==> src/rtl/encode_8b10b.sv <==
// encode_8b10b: registered 8b/10b line encoder (IEEE 802.3 Clause 36 tables).
//
// Ports:
//   clk      rising-edge clock
//   reset    synchronous, active-high reset
//   datain   [8] = K flag, [7:0] = HGFEDCBA (A is bit 0)
//   dispin   running disparity before this character (0 = RD-, 1 = RD+)
//   dataout  encoded symbol {j,h,g,f,i,e,d,c,b,a}, bit 0 sent first
//   dispout  running disparity after this symbol
//   kerr     illegal control-code flag
//
// Optional feature: define ENCODE_KERR_EN to register kerr for illegal K
// codes. Without it kerr is tied low. Illegal K codes are always encoded as
// data characters.
module encode_8b10b (
    input  logic       clk,
    input  logic       reset,
    input  logic [8:0] datain,
    input  logic       dispin,
    output logic [9:0] dataout,
    output logic       dispout,
    output logic       kerr
);

    logic [4:0] x;
    logic [2:0] y;
    logic       k28;
    logic       legal_k;
    logic       k;

    assign x   = datain[4:0];
    assign y   = datain[7:5];
    assign k28 = (x == 5'd28);

    // Only K28.y and K23/27/29/30.7 exist; anything else is encoded as data.
    assign legal_k = k28 | ((y == 3'd7) &
                     ((x == 5'd23) | (x == 5'd27) | (x == 5'd29) | (x == 5'd30)));
    assign k       = datain[8] & legal_k;

    // ---------------- 5b/6b ----------------
    // s6_base holds the RD- form as {a,b,c,d,e,i}, a at the MSB.
    logic [5:0] s6_base;
    logic [5:0] s6;
    logic       unbal6;
    logic       disp6;

    always_comb begin
        s6_base = 6'b000000;
        case (x)
            5'd0:  s6_base = 6'b100111;
            5'd1:  s6_base = 6'b011101;
            5'd2:  s6_base = 6'b101101;
            5'd3:  s6_base = 6'b110001;
            5'd4:  s6_base = 6'b110101;
            5'd5:  s6_base = 6'b101001;
            5'd6:  s6_base = 6'b011001;
            5'd7:  s6_base = 6'b111000;
            5'd8:  s6_base = 6'b111001;
            5'd9:  s6_base = 6'b100101;
            5'd10: s6_base = 6'b010101;
            5'd11: s6_base = 6'b110100;
            5'd12: s6_base = 6'b001101;
            5'd13: s6_base = 6'b101100;
            5'd14: s6_base = 6'b011100;
            5'd15: s6_base = 6'b010111;
            5'd16: s6_base = 6'b011011;
            5'd17: s6_base = 6'b100011;
            5'd18: s6_base = 6'b010011;
            5'd19: s6_base = 6'b110010;
            5'd20: s6_base = 6'b001011;
            5'd21: s6_base = 6'b101010;
            5'd22: s6_base = 6'b011010;
            5'd23: s6_base = 6'b111010;
            5'd24: s6_base = 6'b110011;
            5'd25: s6_base = 6'b100110;
            5'd26: s6_base = 6'b010110;
            5'd27: s6_base = 6'b110110;
            5'd28: s6_base = 6'b001110;
            5'd29: s6_base = 6'b101110;
            5'd30: s6_base = 6'b011110;
            default: s6_base = 6'b101011;
        endcase
        if (k && k28)
            s6_base = 6'b001111;
    end

    assign unbal6 = ($countones(s6_base) != 3);
    // D.7 is balanced but still alternates its form to bound run length;
    // it does not move the running disparity.
    assign s6     = ((unbal6 | (x == 5'd7)) & dispin) ? ~s6_base : s6_base;
    assign disp6  = dispin ^ unbal6;

    // ---------------- 3b/4b ----------------
    // f4_base holds the RD- form as {f,g,h,j}, f at the MSB.
    logic       use_a7;
    logic       kcomp;
    logic [3:0] f4_base;
    logic [3:0] f4;
    logic       unbal4;

    // A7 avoids a run of five equal bits across the 6b/4b boundary.
    assign use_a7 = (y == 3'd7) &
                    (k |
                     (~disp6 & ((x == 5'd17) | (x == 5'd18) | (x == 5'd20))) |
                     ( disp6 & ((x == 5'd11) | (x == 5'd13) | (x == 5'd14))));

    always_comb begin
        f4_base = 4'b0000;
        case (y)
            3'd0: f4_base = 4'b1011;
            3'd1: f4_base = 4'b1001;
            3'd2: f4_base = 4'b0101;
            3'd3: f4_base = 4'b1100;
            3'd4: f4_base = 4'b1101;
            3'd5: f4_base = 4'b1010;
            3'd6: f4_base = 4'b0110;
            default: f4_base = use_a7 ? 4'b0111 : 4'b1110;
        endcase
    end

    assign unbal4 = ($countones(f4_base) != 2);
    // K28 balanced sub-blocks flip when the 6b block left RD-, keeping the
    // comma and K28 symbols distinct from any data symbol.
    assign kcomp  = k & k28 & ~disp6 &
                    ((y == 3'd1) | (y == 3'd2) | (y == 3'd5) | (y == 3'd6));
    assign f4     = (((unbal4 | (y == 3'd3)) & disp6) | kcomp) ? ~f4_base : f4_base;

    // ---------------- output register ----------------
    logic [9:0] sym;
    logic       disp_next;

    assign sym       = {f4[0], f4[1], f4[2], f4[3],
                        s6[0], s6[1], s6[2], s6[3], s6[4], s6[5]};
    assign disp_next = disp6 ^ unbal4;

    always_ff @(posedge clk) begin
        if (reset) begin
            dataout <= 10'h000;
            dispout <= 1'b0;
        end else begin
            dataout <= sym;
            dispout <= disp_next;
        end
    end

`ifdef ENCODE_KERR_EN
    always_ff @(posedge clk) begin
        if (reset)
            kerr <= 1'b0;
        else
            kerr <= datain[8] & ~legal_k;
    end
`else
    assign kerr = 1'b0;
`endif

endmodule

==> config.mk <==
export PLATFORM = sky130hd
export DESIGN_NAME = encode_8b10b
export DESIGN_NICKNAME = d
export VERILOG_FILES = /design/src/rtl/encode_8b10b.sv
export SDC_FILE = /design/constraint.sdc
export NUM_CORES = 1
export LEC_CHECK = 0
export ABC_AREA = 1
export CAP_MARGIN = 25
export CORE_ASPECT_RATIO = 1.2
export CORE_MARGIN = 5
export CORE_UTILIZATION = 25
export CTS_CLUSTER_SIZE = 24
export DETAILED_ROUTE_END_ITERATION = 7
export PLACE_DENSITY_LB_ADDON = 0.3
export REMOVE_ABC_BUFFERS = 1
export SYNTH_ARGS = -nofsm -noshare
export SYNTH_HDL_FRONTEND = slang
export SYNTH_SLANG_ARGS = --single-unit
==> constraint.sdc <==
create_clock -name clk -period 17.55 [get_ports clk]
set_clock_uncertainty 0.05 [all_clocks]
set_input_delay 5.265 -clock clk [delete_from_list [all_inputs] [get_ports clk]]
set_output_delay 5.265 -clock clk [all_outputs]
set_load 0.02 [all_outputs]
==> impl_metrics.csv <==
group,metric,value,unit
setup_path,cp-end-kind,"flip-flop",
global_route,grt_pass1_vias,1056,
final_layout,n_antenna_cell,0,
global_route,track_usage,8.92,%
hold_path,worstHoldPathCells,2,
drt,dr.pass1.iters,4,
floorplan,core-area,4560,um2
synth,synth.distinct_cells,28,
clocking,postCtsSetupRepairBufs,0,
final_layout,final_nets,229,
setup_path,arrival,11.13,ns
global_route,antenna_found_initial,0,
status,status,"finished clean",
hold_path,hold_start,"reset",
final_layout,finalNonFillerCells,259,
clocking,cts_root_buffer,"clkbuf_8",
drt,detail-route-antenna-nets,0,
synth,synthCells,178,
final_layout,fillers,513,
timing,setup_tns,0,ns
floorplan,placement_rows,27,
timing,setup_viol_count_final,0,
timing,rsz0062_at_grt,"no",
power_and_ir_drop,powerDensity,79.2,nW/um2
placement,gp_congestion,0.800,
hold_path,min_to,"dataout[1]",
clocking,clk_pin_slew,0.04,ns
synth,syn_avg_cell_area,6.52,um2
drt,routed_wl,2.53,mm
synth,yosysMostFrequentCell,"nand2_1",
placement,place.port_buffers,22,
clocking,cts-htree-levels,1,
setup_path,crit_family,"adder cells",
setup_path,cp.required,17.66,ns
floorplan,ioPinCount,24,
synth,synth_common_cells,"nand2_1 (42), inv_1 (28), nor2_1 (20)",
timing,fin_crit,11.02,ns
synth,async_flop_share,0,%
floorplan,die_area,6110,um2
drt,drc,0,
floorplan,start_util,25.4,%
clocking,cts_tree,"built",
power_and_ir_drop,leakagePower,0.705,nW
clocking,hold_buffers,0,
timing,fmax,90.8,MHz
drt,vias_per_cell,4.26,
synth,yosys_warnings,0,
setup_path,critPathMaxStageDelay,0.58,ns
final_layout,final_layout_size_suffix_gt1_share,6.97,%
global_route,overflow,0,
setup_path,critical_path_class,"in -> reg",
synth,ys_ff_latch,11,
synth,syn-cell-area,1160,um2
synth,synth_ff_type,"dfxtp_1",
synth,synth_area_leaders,"dfxtp_1 (19%), nand2_1 (14%), ha_1 (12%), inv_1 (9.1%), fa_1 (6.9%)",
setup_path,crit_fanout,6,
power_and_ir_drop,p_total,0.116,mW
final_layout,final_area,1470,um2
floorplan,die_h,84.6,um
drt,wl_per_cell,9.77,um
clocking,cts_sinks,11,
clocking,cts_buffers,3,
synth,yosysTopAreaCell,"dfxtp_1",
clocking,cts_resized,0,
flow_run,maxCapViolCount,0,
placement,dpl_cell_area,1420,um2
floorplan,die_w,72.2,um
placement,dpl.hpwl,2.15,mm
clocking,clock_path_buffers,2,
setup_path,crit_buf_inv,9,
power_and_ir_drop,ir_drop,0.0175,mV
timing,fin_crit_sh,62.8,%
synth,synth-edff-count,0,
hold_path,hold_class,"in -> reg",
setup_path,startpoint_type,"input port",
global_route,grt_pass1_wl,4.44,mm
timing,slew_violations,0,
timing,final_hold_viol_count,0,
drt,vias,1103,
setup_path,critical-path-slowest-cell,"clkdlybuf4s50_1",
drt,dr.first_iter.drc_count,39,
synth,ys_seq_area_share,19.0,%
final_layout,syn2layout_area_growth,26.3,%
timing,holdWs,5.62,ns
placement,place_inst,255,
setup_path,cp_common_cell,"inv_1",
synth,synth_top_area_share,19.0,%
global_route,grt_max_degree,11,
routing by layer:
| layer | global-route usage [%] | routed length, um | vias up |
|---|---|---|---|
| met5 | 0 | 0 | - |
| met1 | 11.0 | 1190 | 460 |
| li1 | - | - | 613 |
| met3 | 1.20 | 112 | 4 |
| met2 | 15.1 | 1180 | 26 |
| met4 | 4.10 | 44 | 0 |
worst max-delay path by stage:
stage	startpoint	endpoint	slack (ns)	cells after the start
CTS	datain[0]	dataout[8]	6.51	35
detailed placement	datain[0]	dataout[8]	6.27	35
global route	datain[1]	dataout[8]	5.92	34
floorplan	datain[0]	dataout[9]	7.42	35
finish	datain[0]	dataout[8]	6.53	34
global placement	datain[1]	dataout[9]	6.36	35
cell families (layout without fill, tap and decap cells):
kind of cell               count (synthesis)  count (layout)  synth area share (%)
other                                      1               1                 0.323
and+or+nand+nor                           78              78                  28.9
buffers and inverters                     35              58                  13.2
AOI/OAI and AO/OA                         38              38                  19.9
adders and majority gates                 15              15                  18.8
DFF                                       11              11                  19.0
through the flow:
step           setup slack [ns]  utilization [%]
2_1_floorplan              7.42                -
6_report                   6.53             32.1
3_3_place_gp               6.36             31.1
4_1_cts                    6.51             32.1
3_5_place_dp               6.27             31.1
5_1_grt                    5.92             32.1
area by class of cell:
| class | count | area (um2) | area share [%] |
|---|---|---|---|
| timing repair buffer | 22 | 220 | 15.0 |
| clock buffer | 4 | 45.0 | 3.07 |
| multi-input combinational | 132 | 787 | 53.7 |
| sequential | 11 | 220 | 15.0 |
| tap | 58 | 72.6 | 4.95 |
| inverter | 32 | 120 | 8.20 |
placed cells by master (no fill, tap or decap), types with 2 or more instances in the layout:
cell type	n
dfxtp_1	11
o21ai_0	16
fa_1	4
clkdlybuf4s50_1	22
a21oi_1	10
nor2_1	20
nand2_1	42
o221ai_1	2
inv_1	28
inv_2	4
o22ai_1	3
ha_1	11
clkbuf_8	3
nor2_4	2
nand3_1	10
flip-flops by register name (all words and copies together), names as in the netlist:
name and cells:
dataout 10, dispout 1
where the power goes:
group | internal (mW) | total [mW] | switching (mW)
Combinational | 0.0252 | 0.0608 | 0.0356
Sequential | 0.0303 | 0.0314 | 0.00106
Clock | 0.0158 | 0.0239 | 0.00806
Total | 0.0713 | 0.116 | 0.0447
Power figures use the tool's default switching activity.
